===== config.mk =====
export PLATFORM = sky130hd
export DESIGN_NAME = cdc_100_125_arb_flat
export DESIGN_NICKNAME = d
export VERILOG_FILES = /design/src/rtl/cdc_100_125_arb_if.sv /design/src/rtl/cdc_100_125_arb.sv /design/src/flat_wrapper.sv
export SDC_FILE = /design/constraint.sdc
export NUM_CORES = 1
export LEC_CHECK = 0
export ABC_AREA = 1
export CAP_MARGIN = 20
export CORE_MARGIN = 2
export CORE_UTILIZATION = 40
export DETAILED_ROUTE_END_ITERATION = 16
export DONT_BUFFER_PORTS = 1
export PLACE_DENSITY = 0.62
export SLEW_MARGIN = 20
export SYNTH_ARGS = -nofsm -noshare
export SYNTH_HDL_FRONTEND = slang
export SYNTH_SLANG_ARGS = --single-unit

===== constraint.sdc =====
create_clock -name c100 -period 1.8 [get_ports c100]
set_clock_uncertainty 0.1 [all_clocks]
set_input_delay 0.09 -clock c100 [delete_from_list [all_inputs] [get_ports c100]]
set_output_delay 0.09 -clock c100 [all_outputs]
set_load 0.01 [all_outputs]

===== src/rtl/cdc_100_125_arb_if.sv =====
// Request bus of the 100->125 MHz crossing arbiter.
// The master side is the set of requesters plus whatever observes the crossing
// input; the slave side is the arbiter itself.
interface cdc_100_125_arb_if #(
    parameter int NB  = 8,
    parameter int NCH = 4
);
    localparam int CW = $clog2(NCH);

    logic [NCH*NB-1:0] req_data;   // channel k at [k*NB +: NB]
    logic [NCH-1:0]    req_valid;
    logic [NCH-1:0]    req_ready;
    logic [NB+CW-1:0]  o;          // {channel, payload} to the crossing
    logic              ov;         // crossing valid

    modport master (output req_data, req_valid, input  req_ready, o, ov);
    modport slave  (input  req_data, req_valid, output req_ready, o, ov);
endinterface


===== src/rtl/cdc_100_125_arb.sv =====
// Round-robin arbiter sharing one 100->125 MHz crossing between NCH requesters.
// Grants one channel at a time for bursts of up to MAXBURST beats; one idle
// arbitration cycle separates grants. The output beat is registered and tagged
// with the channel index in its upper bits.
// Optional: define CDC_ARB_PRIO_EN to give channel 0 strict priority (it wins
// every arbitration and cuts short any other channel's burst).
module cdc_100_125_arb #(
    parameter int NB       = 8,
    parameter int NCH      = 4,
    parameter int MAXBURST = 4
) (
    input  logic              c100,
    input  logic              rst_n,
    input  logic              en,
    cdc_100_125_arb_if.slave  bus
);
    localparam int CW = $clog2(NCH);
    localparam int KW = (MAXBURST > 1) ? $clog2(MAXBURST) : 1;
    localparam logic [KW-1:0] CNT_MAX  = KW'(MAXBURST - 1);
    localparam logic [CW-1:0] LAST_RST = CW'(NCH - 1);

    typedef enum logic {IDLE, GRANT} state_t;

    state_t           r_state, w_state_nxt;
    logic [CW-1:0]    r_grant, w_grant_nxt;
    logic [CW-1:0]    r_last,  w_last_nxt;
    logic [KW-1:0]    r_count, w_count_nxt;
    logic [NB+CW-1:0] r_o;
    logic             r_ov;
    logic [NCH-1:0]   w_ready;
    logic             w_xfer;
    logic [NB-1:0]    w_data;
    logic [CW-1:0]    w_pick;

    // First valid channel after l, wrapping past NCH-1 back to 0.
    function automatic logic [CW-1:0] f_rr_pick(input logic [NCH-1:0] v,
                                                input logic [CW-1:0]  l);
        logic [CW-1:0] pick;
        logic [CW-1:0] sel;
        logic          found;
        int            idx;
        pick  = '0;
        found = 1'b0;
        for (int i = 1; i <= NCH; i++) begin
            idx = (int'(l) + i) % NCH;
            sel = CW'(idx);
            if (!found && v[sel]) begin
                pick  = sel;
                found = 1'b1;
            end
        end
        return pick;
    endfunction

    // Ready depends only on registered grant state and en, never on valid.
    always_comb begin
        w_ready = '0;
        w_data  = '0;
        for (int k = 0; k < NCH; k++) begin
            w_ready[k] = (r_state == GRANT) && en && (r_grant == CW'(k));
            if (r_grant == CW'(k)) w_data = bus.req_data[k*NB +: NB];
        end
        w_xfer = |(w_ready & bus.req_valid);
`ifdef CDC_ARB_PRIO_EN
        w_pick = bus.req_valid[0] ? '0 : f_rr_pick(bus.req_valid, r_last);
`else
        w_pick = f_rr_pick(bus.req_valid, r_last);
`endif
    end

    // Next-state: arbitrate in IDLE, count beats and detect grant end in GRANT.
    always_comb begin
        w_state_nxt = r_state;
        w_grant_nxt = r_grant;
        w_last_nxt  = r_last;
        w_count_nxt = r_count;
        case (r_state)
            IDLE: begin
                if (en && |bus.req_valid) begin
                    w_grant_nxt = w_pick;
                    w_count_nxt = '0;
                    w_state_nxt = GRANT;
                end
            end
            GRANT: begin
                // en low freezes everything: a pause is neither a beat nor an end.
                if (en) begin
                    if (!w_xfer) begin
                        w_last_nxt  = r_grant;
                        w_count_nxt = '0;
                        w_state_nxt = IDLE;
                    end else if (r_count == CNT_MAX) begin
                        w_last_nxt  = r_grant;
                        w_count_nxt = '0;
                        w_state_nxt = IDLE;
`ifdef CDC_ARB_PRIO_EN
                    end else if ((r_grant != '0) && bus.req_valid[0]) begin
                        // current beat still goes; channel 0 takes the next grant
                        w_last_nxt  = r_grant;
                        w_count_nxt = '0;
                        w_state_nxt = IDLE;
`endif
                    end else begin
                        w_count_nxt = r_count + KW'(1);
                    end
                end
            end
            default: w_state_nxt = IDLE;
        endcase
    end

    // Arbiter state registers.
    always_ff @(posedge c100 or negedge rst_n) begin
        if (!rst_n) begin
            r_state <= IDLE;
            r_grant <= '0;
            r_last  <= LAST_RST;
            r_count <= '0;
        end else begin
            r_state <= w_state_nxt;
            r_grant <= w_grant_nxt;
            r_last  <= w_last_nxt;
            r_count <= w_count_nxt;
        end
    end

    // Output beat to the crossing; o holds between transfers.
    always_ff @(posedge c100 or negedge rst_n) begin
        if (!rst_n) begin
            r_ov <= 1'b0;
            r_o  <= '0;
        end else begin
            r_ov <= w_xfer;
            if (w_xfer) r_o <= {r_grant, w_data};
        end
    end

    assign bus.req_ready = w_ready;
    assign bus.o         = r_o;
    assign bus.ov        = r_ov;
endmodule


===== src/flat_wrapper.sv =====
// flat-port wrapper written by rule: the top's interface ports become plain ports
module cdc_100_125_arb_flat 
#(
    parameter int NB       = 8,
    parameter int NCH      = 4,
    parameter int MAXBURST = 4
)
  (c100, rst_n, en, bus_req_data, bus_req_valid, bus_req_ready, bus_o, bus_ov);
  cdc_100_125_arb_if #(.NB(NB), .NCH(NCH)) bus_i ();
  input  logic c100;
  input  logic rst_n;
  input  logic en;
  input wire logic [$bits(bus_i.req_data)-1:0] bus_req_data;
  input wire logic [$bits(bus_i.req_valid)-1:0] bus_req_valid;
  output wire logic [$bits(bus_i.req_ready)-1:0] bus_req_ready;
  output wire logic [$bits(bus_i.o)-1:0] bus_o;
  output wire logic [$bits(bus_i.ov)-1:0] bus_ov;
  assign bus_i.req_data = bus_req_data;
  assign bus_i.req_valid = bus_req_valid;
  assign bus_req_ready = bus_i.req_ready;
  assign bus_o = bus_i.o;
  assign bus_ov = bus_i.ov;
  cdc_100_125_arb #(.NB(NB), .NCH(NCH), .MAXBURST(MAXBURST)) u_core (.c100(c100), .rst_n(rst_n), .en(en), .bus(bus_i));
endmodule

==> impl_metrics.ini <==
[drt]
dr.pass1.iters = 5
routed-wl-met2_um = 1860
vias = 1295
topRoutingLayerUsed = met4
drt.antenna.violating_nets = 0
met1_length_um = 1350
wl_per_cell_um = 14.4
wl_um = 3510
drt-vias-per-instance = 5.31
route.met3.wl_um = 253
drt-initial-drc-count = 72
drc = 0

[timing]
fin_crit_ps = 1700
worstMarginPinSlew_ps = 807
setup_viol = 0
finalHoldViolCount = 0
max_freq_mhz = 587
slew_headroom_pct = 46.0
drv_slew = 0
period_share_pct = 94.6

[global_routing]
grt_pass1_vias = 1270
grt_pass1_wl_um = 5530
antenna_found_initial = 0
grt_usage_pct = 21.7
grt_remaining_overflow = 0
grt_start_max_net_pins = 19

[critical_path]
critPathLaunchType = flop
end_kind = flop
cp_max_fo = 7
worstPathRequired_ps = 1890
crit_arrival_ps = 1790
critPathLaunch = u_core.r_last[0]
r2r_start = u_core.r_last[0]
critical_path_class = flop to flop

[yosys]
synth_area_leaders = dfrtp_1, nand2_1, nand3_1
synth_warnings = 0
ys_ff_latch = 18
netlist.area_leader.share_pct = 34.2
syn_nets = 206
synth.distinct_cells = 24
synthCells = 166
synth-seq-area-share_pct = 38.7
synthFlopType = dfrtp_1
synth_area_per_cell_um2 = 7.05
async_flop_share_pct = 100
synth_edf_count = 0
synth_most_common_cell = nand2_1
netlist_area_um2 = 1170
synth_area_leader_cell = dfrtp_1
yosys-top-cells-count = nand2_1, dfrtp_1, nand3_1

[clocking]
numCtsBuffers = 3
htreeDepth = 1
cts_root_buf = clkbuf_4
clk_pin_slew_ps = 100
cts_sinks = 18
cts_tree = built
clk_latency_ps = 290
clk_path_buf_depth = 2

[power]
power_density_nw_per_um2 = 1380
vdd_ir_drop_max_mv = 0.929
power.leakage_uw = 0.000832
total_power_uw = 2310

[floorplanning]
fp.dieArea_um2 = 3380
fp.dieH_um = 58.1
io_pins = 54
die_w_um = 58.1
rows = 19
initial_core_util_pct = 42.5
core_area_um2 = 2760

[hold_path]
hold_start = bus_req_valid[3]
hold_path.class = input pin to flop

[placed_design]
place_congestion = 0.831
io_buffers = 0
dp_hpwl_um = 2150
place_area_um2 = 1220

[final_layout]
nFillCells = 231
nNetsFinal = 254
antennaDiodeCount = 0
drive_gt1_share_pct = 11.7
multi_input_area_um2 = 663
seqCellArea_um2 = 453
final_area_um2 = 1670
area_growth_syn_to_layout_pct = 42.8

[flow_run]
drv_cap = 0

[status]
outcome = complete, no violations
==> kinds of logic (layout without fill, tap and decap cells) <==
group / after synthesis / in the layout / synth area share [%]
buf+inv: 14 / 61 / 5.77
flops: 18 / 18 / 38.7
simple gates: 111 / 111 / 40.1
fa+ha+maj: 1 / 1 / 1.07
compound gates: 22 / 22 / 14.4
==> layer usage <==
| metal | global-route usage, % | up-vias |
|---|---|---|
| met5 | 0 | - |
| met4 | 8.64 | 0 |
| met2 | 40.1 | 66 |
| li1 | - | 648 |
| met1 | 23.9 | 575 |
| met3 | 4.91 | 6 |
==> layout make-up <==
cell class                 instances  share of cell area, %
tap                               31                   2.32
timing repair buffer              46                   26.3
clock buffer                       4                   2.17
sequential                        18                   27.1
inverter                          11                   2.47
multi-input combinational        134                   39.6
==> where the power goes <==
part	switching [µW]	leakage [µW]	internal [µW]
logic	735	0.000587	502
clock network	122	0.0000210	123
registers	233	0.000225	595
==> stage by stage <==
step / utilization (%) / std cells / worst slack (ps) / hold slack [ps] / setup TNS, ps
2_1_floorplan: - / 166 / 215 / -306 / 0
3_3_place_gp: 44.3 / 199 / 117 / -305 / 0
3_5_place_dp: 44.3 / 199 / 87.7 / -305 / 0
4_1_cts: 59.4 / 241 / 67.0 / 35.2 / 0
5_1_grt: 60.7 / 244 / -28.4 / 70.7 / -28.4
6_report: 60.7 / 244 / 97.3 / 48.8 / 0
==> path summary, 6_finish.rpt <==
check / end / slack [ps] / depth (start not counted)
setup / recovery: u_core.r_grant[0] / 100 / 11
hold / removal: u_core.r_count[1] / 50 / 5
setup reg to reg: u_core.r_grant[0] / 100 / 11
hold reg to reg: u_core.r_count[1] / 430 / 2
max in group asynchronous: u_core.r_grant[0] / 880 / 1
min in group asynchronous: u_core.bus.ov / 220 / 1
==> worst max-delay path: stages (launching register included) <==
cell,delay [ps]
dfstp_2,610
inv_2,90
nand2_1,70
nand2_1,70
nand2_1,130
nand2_1,120
nor2_4,130
nand2_1,60
nand3_1,70
nand2_1,60
nand2_1,50
nand2_1,40
==> cells in the final DEF, fill, tap and decap left out, types with 3 or more instances in the layout <==
cell,instances
o21ai_1,10
a221oi_1,7
nor2_1,5
dlygate4sd3_1,38
inv_1,8
nand3_1,13
nand2_1,81
buf_4,8
dfrtp_1,16
clkbuf_4,3
inv_2,3
==> flip-flops by register name, summed over array words and instances (netlist names) <==
name	flops
u_core.bus.o	10
u_core.r_count	2
u_core.r_grant	2
u_core.r_last	2
u_core.bus.ov	1
u_core.r_state	1
==> timing repair <==
item                                    4_1_cts  5_1_grt
resized for setup                             0        3
endpoints found under the setup margin        0        6
endpoints found under the hold margin        32        0
setup buffers                                 0        3
hold buffers                                 38        0
Note: power is estimated with default switching activity, not from simulation.
